File: config.mk
export PLATFORM = sky130hd
export DESIGN_NAME = rv_predecode_stage_flat
export DESIGN_NICKNAME = d
export VERILOG_FILES = /design/src/rtl/rv_defs.sv /design/src/rtl/rv_predecode_stage_if.sv /design/src/rtl/rv_imm_decode.sv /design/src/rtl/rv_predecode_stage.sv /design/src/flat_wrapper.sv
export SDC_FILE = /design/constraint.sdc
export NUM_CORES = 1
export LEC_CHECK = 0
export BUFFER_PORTS_ARGS = -buffer_cell sky130_fd_sc_hd__buf_2
export CAP_MARGIN = 10
export CORE_MARGIN = 2
export CORE_UTILIZATION = 55
export CTS_BUF_LIST = sky130_fd_sc_hd__clkbuf_8
export CTS_CLUSTER_DIAMETER = 50
export DETAILED_ROUTE_END_ITERATION = 8
export GPL_ROUTABILITY_DRIVEN = 0
export GPL_TIMING_DRIVEN = 1
export PLACE_DENSITY = 0.81
export SYNTH_ARGS = -nofsm -noshare
export SYNTH_HDL_FRONTEND = slang
export SYNTH_SLANG_ARGS = --single-unit
File: constraint.sdc
create_clock -name clk_i -period 4.8 [get_ports clk_i]
set_input_delay 0.48 -clock clk_i [delete_from_list [all_inputs] [get_ports clk_i]]
set_output_delay 0.48 -clock clk_i [all_outputs]
set_load 0.005 [all_outputs]
File: src/rtl/rv_defs.sv
// rtl/rv_defs.sv - shared RV32I opcode/function constants and predecode entry type
package rv_defs;

    localparam logic [4:0] OPC_LOAD   = 5'b00000;
    localparam logic [4:0] OPC_FENCE  = 5'b00011;
    localparam logic [4:0] OPC_OP_IMM = 5'b00100;
    localparam logic [4:0] OPC_AUIPC  = 5'b00101;
    localparam logic [4:0] OPC_STORE  = 5'b01000;
    localparam logic [4:0] OPC_OP     = 5'b01100;
    localparam logic [4:0] OPC_LUI    = 5'b01101;
    localparam logic [4:0] OPC_BRANCH = 5'b11000;
    localparam logic [4:0] OPC_JALR   = 5'b11001;
    localparam logic [4:0] OPC_JAL    = 5'b11011;
    localparam logic [4:0] OPC_SYSTEM = 5'b11100;

    localparam logic [2:0] FUNC_ADD = 3'b000;

    // One decoded instruction as held in the X register.
    typedef struct packed {
        logic [31:0] pc;
        logic [4:0]  rs1;
        logic [4:0]  rs2;
        logic [4:0]  rd;
        logic [4:0]  shamt;
        logic [4:0]  opcode;
        logic [2:0]  fun;
        logic        shifter_sign;
        logic [31:0] imm;
        logic        illegal;
    } x_entry_t;

    // Full 32-bit encoding with one of the supported RV32I major opcodes.
    function automatic logic is_legal(input logic [31:0] ir);
        return (ir[1:0] == 2'b11) &&
               (ir[6:2] inside {OPC_LUI, OPC_AUIPC, OPC_JAL, OPC_JALR, OPC_BRANCH,
                                OPC_LOAD, OPC_STORE, OPC_OP_IMM, OPC_OP,
                                OPC_FENCE, OPC_SYSTEM});
    endfunction

endpackage

File: src/rtl/rv_predecode_stage_if.sv
// rtl/rv_predecode_stage_if.sv - fetch/execute/register-file signal bundle of the predecode stage
interface rv_predecode_stage_if;
    logic        f_valid_i;
    logic [31:0] f_ir_i;
    logic [31:0] f_pc_i;
    logic        f_stall_o;
    logic        x_stall_i;
    logic        x_kill_i;
    logic        x_valid_o;
    logic [31:0] x_pc_o;
    logic [4:0]  x_rs1_o;
    logic [4:0]  x_rs2_o;
    logic [4:0]  x_rd_o;
    logic [4:0]  x_shamt_o;
    logic [4:0]  x_opcode_o;
    logic [2:0]  x_fun_o;
    logic        x_shifter_sign_o;
    logic [31:0] x_imm_o;
    logic        x_illegal_o;
    logic [4:0]  rf_rs1_o;
    logic [4:0]  rf_rs2_o;

    modport master (
        output f_valid_i, f_ir_i, f_pc_i, x_stall_i, x_kill_i,
        input  f_stall_o, x_valid_o, x_pc_o, x_rs1_o, x_rs2_o, x_rd_o, x_shamt_o,
               x_opcode_o, x_fun_o, x_shifter_sign_o, x_imm_o, x_illegal_o,
               rf_rs1_o, rf_rs2_o
    );

    modport slave (
        input  f_valid_i, f_ir_i, f_pc_i, x_stall_i, x_kill_i,
        output f_stall_o, x_valid_o, x_pc_o, x_rs1_o, x_rs2_o, x_rd_o, x_shamt_o,
               x_opcode_o, x_fun_o, x_shifter_sign_o, x_imm_o, x_illegal_o,
               rf_rs1_o, rf_rs2_o
    );
endinterface

File: src/rtl/rv_imm_decode.sv
// rtl/rv_imm_decode.sv - combinational RV32I immediate formatter selected by opcode
module rv_imm_decode
    import rv_defs::*;
(
    input  logic [31:0] ir,
    output logic [31:0] imm
);

    // Pick the immediate format from the major opcode; unknown opcodes carry no immediate.
    always_comb begin
        imm = 32'h0;
        case (ir[6:2])
            OPC_OP_IMM, OPC_LOAD, OPC_JALR:
                imm = {{20{ir[31]}}, ir[31:20]};
            OPC_STORE:
                imm = {{20{ir[31]}}, ir[31:25], ir[11:7]};
            OPC_BRANCH:
                imm = {{19{ir[31]}}, ir[31], ir[7], ir[30:25], ir[11:8], 1'b0};
            OPC_LUI, OPC_AUIPC:
                imm = {ir[31:12], 12'h000};
            OPC_JAL:
                imm = {{11{ir[31]}}, ir[31], ir[19:12], ir[20], ir[30:21], 1'b0};
            default:
                imm = 32'h0;
        endcase
    end

endmodule

File: src/rtl/rv_predecode_stage.sv
// rtl/rv_predecode_stage.sv - fetch-to-execute predecode register with optional one-entry skid buffer
module rv_predecode_stage
    import rv_defs::*;
#(
    parameter int unsigned G_WITH_SKID      = 1,
    parameter int unsigned G_DETECT_ILLEGAL = 1,
    parameter logic [31:0] G_RESET_PC       = 32'h0
) (
    input  logic               clk_i,
    input  logic               rst_i,
    rv_predecode_stage_if.slave bus
);

    logic        skid_valid;
    logic [31:0] skid_ir;
    logic [31:0] skid_pc;
    logic        x_valid;
    x_entry_t    x_q;

    logic        f_stall;
    logic        accept;
    logic        load_x;
    logic        drain;
    logic        fill_x;
    logic [31:0] src_ir;
    logic [31:0] src_pc;
    logic [31:0] src_imm;
    x_entry_t    src_dec;

    // Handshake: X can load when empty or not stalled; a full skid always drains first.
    always_comb begin
        f_stall = (G_WITH_SKID != 0) ? skid_valid : (bus.x_stall_i && x_valid);
        accept  = bus.f_valid_i && !f_stall;
        load_x  = !bus.x_stall_i || !x_valid;
        drain   = skid_valid && load_x;
        fill_x  = drain || (accept && load_x);
        src_ir  = drain ? skid_ir : bus.f_ir_i;
        src_pc  = drain ? skid_pc : bus.f_pc_i;
    end

    rv_imm_decode u_imm (
        .ir  (src_ir),
        .imm (src_imm)
    );

    // Decode whichever word is about to enter X.
    always_comb begin
        src_dec              = '0;
        src_dec.pc           = src_pc;
        src_dec.rs1          = src_ir[19:15];
        src_dec.rs2          = src_ir[24:20];
        src_dec.rd           = src_ir[11:7];
        src_dec.shamt        = src_ir[24:20];
        src_dec.opcode       = src_ir[6:2];
        src_dec.shifter_sign = src_ir[30];
        src_dec.fun          = (src_ir[6:2] inside {OPC_JAL, OPC_JALR, OPC_LUI, OPC_AUIPC})
                               ? FUNC_ADD : src_ir[14:12];
        src_dec.imm          = src_imm;
        src_dec.illegal      = (G_DETECT_ILLEGAL != 0) && !is_legal(src_ir);
    end

    // X register: fields only change when a live word loads, so empty slots keep stale fields.
    always_ff @(posedge clk_i) begin
        if (rst_i) begin
            x_valid <= 1'b0;
            x_q     <= '0;
            x_q.pc  <= G_RESET_PC;
        end else if (bus.x_kill_i) begin
            x_valid <= 1'b0;
        end else if (load_x) begin
            x_valid <= fill_x;
            if (fill_x) begin
                x_q <= src_dec;
            end
        end
    end

    // Skid entry: catches the word accepted while X is stalled, refills when drain and accept coincide.
    always_ff @(posedge clk_i) begin
        if (rst_i) begin
            skid_valid <= 1'b0;
            skid_ir    <= 32'h0;
            skid_pc    <= 32'h0;
        end else if (bus.x_kill_i) begin
            skid_valid <= 1'b0;
        end else if (G_WITH_SKID != 0) begin
            if (drain) begin
                skid_valid <= accept;
                if (accept) begin
                    skid_ir <= bus.f_ir_i;
                    skid_pc <= bus.f_pc_i;
                end
            end else if (!load_x && accept) begin
                skid_valid <= 1'b1;
                skid_ir    <= bus.f_ir_i;
                skid_pc    <= bus.f_pc_i;
            end
        end
    end

    assign bus.f_stall_o        = f_stall;
    assign bus.x_valid_o        = x_valid;
    assign bus.x_pc_o           = x_q.pc;
    assign bus.x_rs1_o          = x_q.rs1;
    assign bus.x_rs2_o          = x_q.rs2;
    assign bus.x_rd_o           = x_q.rd;
    assign bus.x_shamt_o        = x_q.shamt;
    assign bus.x_opcode_o       = x_q.opcode;
    assign bus.x_fun_o          = x_q.fun;
    assign bus.x_shifter_sign_o = x_q.shifter_sign;
    assign bus.x_imm_o          = x_q.imm;
    assign bus.x_illegal_o      = x_q.illegal && x_valid;
    assign bus.rf_rs1_o         = fill_x ? src_ir[19:15] : x_q.rs1;
    assign bus.rf_rs2_o         = fill_x ? src_ir[24:20] : x_q.rs2;

endmodule

File: src/flat_wrapper.sv
// flat-port wrapper written by rule: the top's interface ports become plain ports
module rv_predecode_stage_flat import rv_defs::*;
#(
    parameter int unsigned G_WITH_SKID      = 1,
    parameter int unsigned G_DETECT_ILLEGAL = 1,
    parameter logic [31:0] G_RESET_PC       = 32'h0
)
  (clk_i, rst_i, bus_f_valid_i, bus_f_ir_i, bus_f_pc_i, bus_x_stall_i, bus_x_kill_i, bus_f_stall_o, bus_x_valid_o, bus_x_pc_o, bus_x_rs1_o, bus_x_rs2_o, bus_x_rd_o, bus_x_shamt_o, bus_x_opcode_o, bus_x_fun_o, bus_x_shifter_sign_o, bus_x_imm_o, bus_x_illegal_o, bus_rf_rs1_o, bus_rf_rs2_o);
  rv_predecode_stage_if bus_i ();
  input  logic clk_i;
  input  logic rst_i;
  input wire logic [$bits(bus_i.f_valid_i)-1:0] bus_f_valid_i;
  input wire logic [$bits(bus_i.f_ir_i)-1:0] bus_f_ir_i;
  input wire logic [$bits(bus_i.f_pc_i)-1:0] bus_f_pc_i;
  input wire logic [$bits(bus_i.x_stall_i)-1:0] bus_x_stall_i;
  input wire logic [$bits(bus_i.x_kill_i)-1:0] bus_x_kill_i;
  output wire logic [$bits(bus_i.f_stall_o)-1:0] bus_f_stall_o;
  output wire logic [$bits(bus_i.x_valid_o)-1:0] bus_x_valid_o;
  output wire logic [$bits(bus_i.x_pc_o)-1:0] bus_x_pc_o;
  output wire logic [$bits(bus_i.x_rs1_o)-1:0] bus_x_rs1_o;
  output wire logic [$bits(bus_i.x_rs2_o)-1:0] bus_x_rs2_o;
  output wire logic [$bits(bus_i.x_rd_o)-1:0] bus_x_rd_o;
  output wire logic [$bits(bus_i.x_shamt_o)-1:0] bus_x_shamt_o;
  output wire logic [$bits(bus_i.x_opcode_o)-1:0] bus_x_opcode_o;
  output wire logic [$bits(bus_i.x_fun_o)-1:0] bus_x_fun_o;
  output wire logic [$bits(bus_i.x_shifter_sign_o)-1:0] bus_x_shifter_sign_o;
  output wire logic [$bits(bus_i.x_imm_o)-1:0] bus_x_imm_o;
  output wire logic [$bits(bus_i.x_illegal_o)-1:0] bus_x_illegal_o;
  output wire logic [$bits(bus_i.rf_rs1_o)-1:0] bus_rf_rs1_o;
  output wire logic [$bits(bus_i.rf_rs2_o)-1:0] bus_rf_rs2_o;
  assign bus_i.f_valid_i = bus_f_valid_i;
  assign bus_i.f_ir_i = bus_f_ir_i;
  assign bus_i.f_pc_i = bus_f_pc_i;
  assign bus_i.x_stall_i = bus_x_stall_i;
  assign bus_i.x_kill_i = bus_x_kill_i;
  assign bus_f_stall_o = bus_i.f_stall_o;
  assign bus_x_valid_o = bus_i.x_valid_o;
  assign bus_x_pc_o = bus_i.x_pc_o;
  assign bus_x_rs1_o = bus_i.x_rs1_o;
  assign bus_x_rs2_o = bus_i.x_rs2_o;
  assign bus_x_rd_o = bus_i.x_rd_o;
  assign bus_x_shamt_o = bus_i.x_shamt_o;
  assign bus_x_opcode_o = bus_i.x_opcode_o;
  assign bus_x_fun_o = bus_i.x_fun_o;
  assign bus_x_shifter_sign_o = bus_i.x_shifter_sign_o;
  assign bus_x_imm_o = bus_i.x_imm_o;
  assign bus_x_illegal_o = bus_i.x_illegal_o;
  assign bus_rf_rs1_o = bus_i.rf_rs1_o;
  assign bus_rf_rs2_o = bus_i.rf_rs2_o;
  rv_predecode_stage #(.G_WITH_SKID(G_WITH_SKID), .G_DETECT_ILLEGAL(G_DETECT_ILLEGAL), .G_RESET_PC(G_RESET_PC)) u_core (.clk_i(clk_i), .rst_i(rst_i), .bus(bus_i));
endmodule
==> run metrics, run 1 <==
Arr. time, crit path=between 2 and 3 ns; Die W=~120 µm; GRT Total Usage=between 20% and 30%; clock group share of total power=approximately two fifths; post-route ant nets=0; Leak Pwr=0.00334 µW; Post-synth EDFFs=0; crit end category=output pin; Detail Placement HPWL=roughly 12000 µm; setup slack after layout=~1.6 ns; # rows=between 40 and 50; CTS max path bufs=2; Netlist cell types=48; Critical Path RT=4.32 ns; reg2reg setup slack=1.92 ns; sequential area share after synthesis=between 40% and 50%; GR Overflow Total=0; Initial DRT Pass Iterations=6; DP Area=7600 µm²; crit path max fanout=73; core box area=about 13000 µm²; pin count of the biggest net entering global routing=a little over 100; clk_skew=about 0.0090 ns; Power Internal=~2000 µW; clock latency on the worst-skew pair=around 0.45 ns; Inserted Clock Buffers=17; CTS resizes=0; Crit Reg-Reg Endpoint=u_core.bus.x_imm_o[0]; H-tree levels=4; DIE AREA=about 15000 µm²; Max Slew Vio Count=0; Setup-failing EPs final=0; Sw Ratio=24.3%; Non-Filler Instances=1182; Async SR Flop Fraction=0%; layout cells sized above 1=a little under a quarter; # hold bufs at CTS=0; syn_nets=slightly above 1000; final setup TNS=0 ns; DR iter-0 viols=just over 700; Synth Area per Inst=just under 8 µm²; CTS tree=yes; Switch Pwr=roughly 650 µW; hold path startpoint=bus_f_pc_i[12]; commonest non-fill, non-tap cell in the layout=nand2_1; IO buf count=around 170; Worst Reg2Reg Path Length in Cells=5; maximum VDD drop=approximately 0.24 mV; fmax=0.315 GHz; ranking of synthesized cells by area=dfxtp_1 41%, nand2_1 14%, buf_4 10%; area leader, netlist=dfxtp_1; Die Y=roughly 120 µm; fin crit period=about 3.2 ns; Design Area, Final=~8000 µm²; CP startpoint kind=flop; HP Class=in2reg; vias in the first global route=5789; Cell Pwr Density=~330 nW/µm²; top-area cell type share of the netlist area=between 40% and 50%; drt drc=0; Max-Cap Viols=0; DR vias/cell=5.52; CTS Root Cell=clkbuf_8; Primary FF master, synth=dfxtp_1; commonest cells after routing, fill and taps aside=279 x nand2_1, 173 x buf_2, 155 x dfxtp_1; Top Ports=175; sequential power share=50.4%; Tcrit/Tclk final=66.2%; DR vias=~6500; Initial Util=roughly 56%; pre-CTS setup slack=approximately 1.8 ns; final hold violations=0; Clock Sinks=between 150 and 200; yosys warns=0; fillers=about 1200; Worst R2R Start=u_core.bus.x_valid_o; RSZ-0062 raised after global routing=no; Layout area overhead=7.25%; initial antenna violation count=1; # nets final=1061; Comb pwr share=about a tenth; Worst-Margin Slew=1.18 ns; placed insts=around 1100; cell count after synthesis=around 960; Routed WL=between 15000 and 20000 µm; first-pass GRT wire length=29100 µm; Hold Path Stages=3; Cell Area, Synth=~7500 µm²; run status=finished clean; Hold Crit Endpoint=u_core.skid_pc[12]; clock slew at reported path FFs=0.08 ns; flops & latches, synth=between 150 and 200; routed len/inst=15.6 µm; Rel. slew slack=a little over a fifth; crit path kind=reg2out; setup bufs post-CTS=0
==> cell type report <==
class,count,area [µm²],share of cell area (%)
clock buffers,20,275,3.43
clock inverters,11,153,1.90
diodes,2,5.00,0.0623
flip-flops and latches,155,3100,38.6
multi-input cells,634,3340,41.6
well taps,176,220,2.74
inverters,4,15.0,0.187
repair buffers,180,918,11.4
==> worst max-delay path, stage by stage, from the launching register on <==
cell and delay [ns]:
dfxtp_1 0.47, a21bo_4 0.85, mux2i_1 0.56, o21ai_0 0.15, buf_2 0.17
==> metrics by stage <==
step / hold slack [ns] / utilization (%) / power (µW)
after floorplan: 0.426 / - / 1580
after global routing: 0.265 / 60.4 / 2780
after detailed placement: 0.444 / 57.2 / 1650
after global placement: 0.438 / 57.2 / 1650
after CTS: 0.254 / 60.4 / 2690
final: 0.270 / 60.4 / 2680
==> synth_stat cells (2+ instances only) <==
cell,count
dfxtp_1,155
and2_1,3
o211a_1,2
nor2_1,63
buf_2,30
nor4_1,4
buf_4,100
o221ai_1,9
nand2_1,279
a211oi_1,15
a21oi_1,94
and4bb_2,2
a31oi_1,3
nor4b_1,3
or3b_2,2
nand3b_1,2
o21ai_2,12
o21ai_0,19
and3_1,2
mux2_2,2
nor2b_1,2
a211oi_2,2
nand2b_1,7
a221oi_1,5
buf_1,4
nand3_1,7
o21a_1,4
mux2i_1,18
inv_1,4
and4b_1,2
nor3_1,17
a311oi_1,40
clkbuf_1,36
==> worst max-delay path by stage <==
stage                          from  slack [ns]                endpoint  cells after the start
5_1_grt        u_core.bus.x_valid_o        1.43         bus_rf_rs2_o[0]                      4
6_report       u_core.bus.x_valid_o        1.62         bus_rf_rs2_o[0]                      4
3_5_place_dp          bus_x_stall_i        1.79   u_core.bus.x_imm_o[0]                      6
3_3_place_gp          bus_x_stall_i        1.85  u_core.bus.x_imm_o[20]                      6
2_1_floorplan         bus_x_stall_i        2.97         bus_rf_rs2_o[2]                      5
4_1_cts        u_core.bus.x_valid_o        1.60         bus_rf_rs2_o[0]                      4
==> per-layer routing <==
layer  share of wire (%)  track usage, %  up-vias
met4                 2.1            9.52        0
met2                  44            37.0      259
met3                 8.5            6.04       29
met5                   0               0        -
met1                  45            34.7     2994
li1                    -               -     3238
==> state kept, by name, summed over array words and instances (netlist names), 3 cells and up <==
name / cells
u_core.bus.x_fun_o: 3
u_core.skid_pc: 32
u_core.bus.x_rs2_o: 5
u_core.bus.x_rd_o: 5
u_core.bus.x_pc_o: 32
u_core.bus.x_rs1_o: 5
u_core.bus.x_opcode_o: 5
u_core.bus.x_imm_o: 32
u_core.skid_ir: 32
==> power by group through the flow <==
stage | logic [µW] | clock network, µW | registers [µW]
floorplan | 208 | 0 | 1370
global placement | 265 | 0 | 1380
detailed placement | 269 | 0 | 1380
CTS | 270 | 1070 | 1350
global route | 301 | 1130 | 1360
finish | 270 | 1060 | 1350
==> kinds of logic (layout without fill, tap and decap cells) <==
kind of cell           count (synthesis)  count (layout)  synth area share [%]
AOI/OAI and AO/OA                    213             213                  19.2
DFF                                  155             155                  41.4
buffers and inverters                175             215                  14.4
muxes                                 21              21                  2.91
and+or+nand+nor                      400             400                  22.1
other                                  0               2                     0
Note: power is estimated with default switching activity, not from simulation.
==> run 2: changes to the inputs <==
--- a/config.mk
+++ b/config.mk
@@ -8,13 +8,13 @@
 export BUFFER_PORTS_ARGS = -buffer_cell sky130_fd_sc_hd__buf_2
 export CAP_MARGIN = 10
 export CORE_MARGIN = 2
-export CORE_UTILIZATION = 55
+export CORE_UTILIZATION = 51
 export CTS_BUF_LIST = sky130_fd_sc_hd__clkbuf_8
 export CTS_CLUSTER_DIAMETER = 50
 export DETAILED_ROUTE_END_ITERATION = 8
 export GPL_ROUTABILITY_DRIVEN = 0
 export GPL_TIMING_DRIVEN = 1
-export PLACE_DENSITY = 0.81
+export PLACE_DENSITY = 0.79
 export SYNTH_ARGS = -nofsm -noshare
 export SYNTH_HDL_FRONTEND = slang
 export SYNTH_SLANG_ARGS = --single-unit
==> constraint.sdc (replaced) <==
create_clock -name clk_i -period 2.8 [get_ports clk_i]
set_input_delay 0.28 -clock clk_i [delete_from_list [all_inputs] [get_ports clk_i]]
set_output_delay 0.28 -clock clk_i [all_outputs]
set_load 0.005 [all_outputs]
==> run 2 against run 1 <==
  * Design area is 2.8% higher
  * Critical path depth did not move
  * Largest cell class unchanged
  * Critical endpoint unchanged
  * Die area increased by 7.6%
==> run metrics, run 2 (synthesized netlist as in run 1, its figures left out) <==
Worst R2R Start=u_core.bus.x_valid_o; first-pass GRT wire length=30800 µm (+5.8%); Hold Path Stages=3 (unchanged); post-route ant nets=0 (unchanged); hold slack=0.0688 ns (-0.201 ns); pin count of the biggest net entering global routing=117 (+15%); CTS resizes=0 (unchanged); crit path kind=reg2out; GR Overflow Total=0 (unchanged); # rows=44 (+4.8%); run status=finished clean; Max-Cap Viols=0 (unchanged); DR vias=6658 (+2.1%); H-tree levels=4 (unchanged); reg2reg setup slack=0.50 ns (-1.42 ns); final hold violations=0 (unchanged); HP Class=in2reg; clk_skew=0.0136 ns (+0.00462 ns); Max Slew Vio Count=0 (unchanged); Tcrit/Tclk final=94.9%; Worst Reg2Reg Path Length in Cells=5 (unchanged); Arr. time, crit path=2.38 ns (-0.32 ns); core box area=14400 µm² (+8.5%); setup bufs post-CTS=0 (unchanged); CTS tree=yes; DIE AREA=15700 µm² (+7.6%); busiest layer in global routing=met2; GRT Total Usage=24.1% (-0.77 points); routed len/inst=16.0 µm (+2.8%); hold path startpoint=bus_f_pc_i[3]; delay-heaviest family, CP=compound AO/OA/AOI/OAI gates; Initial Util=51.9% (-4.4 points); drt drc=0 (unchanged); clock latency on the worst-skew pair=0.44 ns (about the same); commonest cells after routing, fill and taps aside=279 x nand2_1, 173 x buf_2, 155 x dfxtp_1; DR iter-0 viols=586 (-17%); CTS Root Cell=clkbuf_8; crit path max-delay cell type=dfxtp_1; Crit Reg-Reg Endpoint=u_core.skid_ir[16]; CP startpoint kind=flop; Hold Crit Endpoint=u_core.skid_pc[3]; Setup-failing EPs final=0 (unchanged); final setup TNS=0 ns (unchanged); Layout area overhead=10.2%; RSZ-0062 raised after global routing=no; DR vias/cell=5.54 (+0.42%); Cell Pwr Density=593 nW/µm² (+78%); fmax=approximately 0.38 GHz; GR Util met3=7.02% (+0.98 points); # nets final=1074 (+1.2%); initial antenna violation count=0 (-1); CP max stage delay=0.57 ns (-0.28 ns); Leak Pwr=0.00345 µW (+3.2%); Top Ports=175 (unchanged); maximum VDD drop=0.274 mV (+14%); Cell Chain, Critical Path=a21bo_4 -> mux2i_1 -> o21ai_0 -> buf_2; Inserted Clock Buffers=17 (unchanged); CTS max path bufs=2 (unchanged); layout cells sized above 1=24.9% (+1.2 points); WP depth=4 (unchanged); Final Core Density=57.2% (-3.2 points); IO buf count=174 (unchanged); clock slew at reported path FFs=0.09 ns (about the same); vias in the first global route=6022 (+4.0%); Clock Sinks=155 (unchanged); met2 Use GR=37.8% (+0.71 points); fin crit period=approximately 2.7 ns; # hold bufs at CTS=0 (unchanged); Detail Placement HPWL=12600 µm (+7.4%); crit path max fanout=23 (-68%); Initial DRT Pass Iterations=6 (unchanged); commonest non-fill, non-tap cell in the layout=nand2_1; Die Y=125 µm (+3.7%); crit end category=output pin; CP bufs+invs=1 (unchanged); met1 GRT Util=32.0% (-2.7 points); diode count=0 (-2); Die W=125 µm (+3.7%); Worst-Margin Slew=0.642 ns (-0.537 ns); Rel. slew slack=57.2% (+36 points); Routed WL=19200 µm (+4.6%); Critical Path RT=2.52 ns (-1.80 ns)
-- run 2: worst max path at each step --
stage / from / endpoint / slack, ns
4_1_cts: u_core.bus.x_valid_o / bus_rf_rs2_o[0] / 0.07
6_report: u_core.bus.x_valid_o / bus_rf_rs2_o[0] / 0.14
2_1_floorplan: u_core.bus.x_valid_o / u_core.skid_ir[6] / 1.11
3_5_place_dp: u_core.bus.x_valid_o / bus_rf_rs2_o[0] / 0.56
3_3_place_gp: u_core.bus.x_valid_o / u_core.bus.x_imm_o[23] / 0.61
5_1_grt: u_core.bus.x_valid_o / bus_rf_rs2_o[0] / 0.1
-- run 2: metal layers --
| layer | vias to the layer above | share of wire [%] |
|---|---|---|
| met1 | 3067 | 43 |
| met2 | 297 | 46 |
| met4 | 0 | 1.7 |
| li1 | 3268 | - |
| met5 | - | 0 |
| met3 | 26 | 9.2 |
-- run 2: report_power, final --
group          total [µW]  switching, µW  internal [µW]
combinational         489            291            198
clock                2090            842           1250
sequential           2320           43.4           2270
-- run 2: per-stage QoR --
stage	area [µm²]	total power, µW	std cells	setup WS [ns]
after global routing	8260	5080	1202	0.0953
after CTS	8250	4910	1201	0.0732
after floorplan	7490	2710	964	1.11
after detailed placement	7740	2850	1169	0.560
final	8260	4900	1202	0.143
after global placement	7740	2840	1169	0.608
-- run 2: area by class of cell --
class | count | area, µm²
well taps | 184 | 230
inverters | 4 | 15.0
repair buffers | 192 | 1060
multi-input cells | 635 | 3350
flip-flops and latches | 155 | 3100
clock buffers | 21 | 289
fillers | 1360 | 6170
clock inverters | 11 | 211
-- run 2: worst register-to-register path, stage by stage, from the launching register on --
cell and delay (ns):
dfxtp_1 0.57, nand2_1 0.19, or4b_2 0.91, buf_12 0.29
nand2_1 0.13, a21oi_1 0.07
==> run 3: changes to the inputs <==
--- a/config.mk
+++ b/config.mk
@@ -14,7 +14,7 @@
 export DETAILED_ROUTE_END_ITERATION = 8
 export GPL_ROUTABILITY_DRIVEN = 0
 export GPL_TIMING_DRIVEN = 1
-export PLACE_DENSITY = 0.79
+export PLACE_DENSITY_LB_ADDON = 0.1
 export SYNTH_ARGS = -nofsm -noshare
 export SYNTH_HDL_FRONTEND = slang
 export SYNTH_SLANG_ARGS = --single-unit
==> run 3 against run 2 <==
  * Core utilization down 0.73 points
  * Sequential share of layout area increased by 0.48 points
  * Fmax rose by 3.2%
  * Non-clock buffer count rose by 3
  * First-iteration DRC count decreased by 19%
  * Sequential power about the same
  * Critical path depth did not move
  * Wire length is 0.56% lower
  * Total power is 8.8% lower
  * Count of clock-buffer cells in the layout unchanged
  * Design area is 1.3% lower
  * Largest power group unchanged
==> run metrics, run 3 (synthesized netlist as in run 1, its figures left out) <==
CP bufs+invs=1 (unchanged); final setup TNS=0 ns (unchanged); clock slew at reported path FFs=0.08 ns (about the same); Max Slew Vio Count=0 (unchanged); clk_skew=0.0107 ns (-0.00289 ns); CTS Root Cell=clkbuf_8; pin count of the biggest net entering global routing=101 (-14%); initial antenna violation count=1 (+1); GR Overflow Total=0 (unchanged); crit end category=output pin; setup bufs post-CTS=0 (unchanged); crit path kind=reg2out; CP max stage delay=0.54 ns (-0.03 ns); commonest cells after routing, fill and taps aside=279 x nand2_1, 173 x buf_2, 155 x dfxtp_1; post-route ant nets=0 (unchanged); Critical Path RT=2.52 ns (about the same); CTS resizes=0 (unchanged); busiest layer in global routing=met2; HP Class=in2reg; DR iter-0 viols=475 (-19%); Setup-failing EPs final=0 (unchanged); Inserted Clock Buffers=17 (unchanged); first-pass GRT wire length=29600 µm (-3.7%); commonest non-fill, non-tap cell in the layout=nand2_1; Max-Cap Viols=0 (unchanged); final hold violations=0 (unchanged); Cell Pwr Density=548 nW/µm² (-7.6%); crit path max fanout=18 (-22%); # nets final=1077 (+0.28%); CTS tree=yes; # rows=44 (unchanged); DR vias=6477 (-2.7%); diode count=0 (unchanged); Leak Pwr=0.00341 µW (-1.3%); fmax=0.388 GHz (+3.2%); DIE AREA=15700 µm² (unchanged); Tcrit/Tclk final=91.9% (-3.0 points); delay-heaviest family, CP=compound AO/OA/AOI/OAI gates; Detail Placement HPWL=12500 µm (-1.3%); Clock Sinks=155 (unchanged); core box area=14400 µm² (unchanged); H-tree levels=4 (unchanged); Initial Util=51.9% (unchanged); Die Y=125 µm (unchanged); RSZ-0062 raised after global routing=no; reg2reg setup slack=0.61 ns (+0.11 ns); Initial DRT Pass Iterations=5 (-1); Worst-Margin Slew=0.726 ns (+0.0837 ns); Routed WL=19100 µm (-0.56%); IO buf count=174 (unchanged); Reg area=3100 µm² (unchanged); Die W=125 µm (unchanged); routed len/inst=15.9 µm (-0.64%); Rel. slew slack=51.6% (-5.6 points); drt drc=0 (unchanged); GR Util met3=6.12% (-0.90 points); crit path max-delay cell type=mux2i_1; # hold bufs at CTS=0 (unchanged); fillers=1421 (+4.5%); layout cells sized above 1=24.9% (+0.074 points); multi-input logic area=3350 µm² (unchanged); run status=finished clean; Design Area, Final=8150 µm² (-1.3%); Final Power=4460 µW (-8.8%); Cell Chain, Critical Path=a21bo_4 -> mux2i_1 -> o21ai_0 -> buf_2; maximum VDD drop=0.382 mV (+40%); clock latency on the worst-skew pair=0.45 ns (about the same); met2 Use GR=34.6% (-3.2 points); GRT Total Usage=23.4% (-0.68 points); DR vias/cell=5.38 (-2.8%); Layout area overhead=8.80%; DP Area=7750 µm² (+0.13%); fin crit period=2.57 ns (-0.0827 ns); Top Ports=175 (unchanged); CTS max path bufs=2 (unchanged); met1 GRT Util=33.7% (+1.8 points); Arr. time, crit path=2.29 ns (-0.09 ns); vias in the first global route=5641 (-6.3%); CP startpoint kind=flop
-- run 3: cell count changes in the layout (fill, tap and decap cells not counted) --
cell	previous run	this run
clkinv_4	1	0
inv_6	1	0
bufinv_16	6	2
buf_12	4	3
buf_4	15	19
clkinvlp_4	0	1
clkinv_2	2	5
-- run 3: final cells by class --
class / instances / share of cell area (%)
Sequential cell: 155 / 38.1
Multi-Input combinational cell: 635 / 41.1
Tap cell: 184 / 2.82
Clock inverter: 9 / 1.18
Clock buffer: 21 / 3.55
Inverter: 4 / 0.184
Timing Repair Buffer: 195 / 13.1
-- run 3: per-layer routing --
layer / vias up / part of all wire (%)
li1: 3272 / -
met1: 3002 / 47
met2: 189 / 44
met3: 14 / 7.2
met4: 0 / 1.0
met5: - / 0
-- run 3: power by group --
group	switching, µW	internal [µW]	total (µW)
Clock	790	866	1660
Combinational	292	199	491
Sequential	42.5	2270	2320
Total	1120	3340	4460
-- run 3: worst paths after layout --
| path | start | to | cells past startpoint |
|---|---|---|---|
| worst max-delay path | u_core.bus.x_valid_o | bus_rf_rs2_o[0] | 4 |
| worst min-delay path | bus_f_pc_i[27] | u_core.skid_pc[27] | 3 |
| worst max register to register | u_core.bus.f_stall_o | u_core.bus.x_pc_o[3] | 5 |
| worst min register to register | u_core.bus.x_imm_o[5] | u_core.bus.x_imm_o[5] | 2 |
-- run 3: worst min-delay path: cells and delay by family --
family	cells	cell delay, ns
AO/OA/AOI/OAI	1	0.05
buffers and inverters	1	0.11
AND/OR/NAND/NOR	1	0.05
-- run 3: per-stage QoR --
| stage | utilization (%) | instances | setup WS (ns) | hold WS, ns |
|---|---|---|---|---|
| 6_report | 56.5 | 1203 | 0.226 | 0.0758 |
| 5_1_grt | 56.5 | 1203 | 0.0920 | 0.0479 |
| 4_1_cts | 56.4 | 1202 | 0.142 | 0.0509 |
| 3_5_place_dp | 53.8 | 1172 | 0.564 | 0.442 |
| 3_3_place_gp | 53.8 | 1172 | 0.636 | 0.436 |
| 2_1_floorplan | - | 964 | 1.11 | 0.358 |
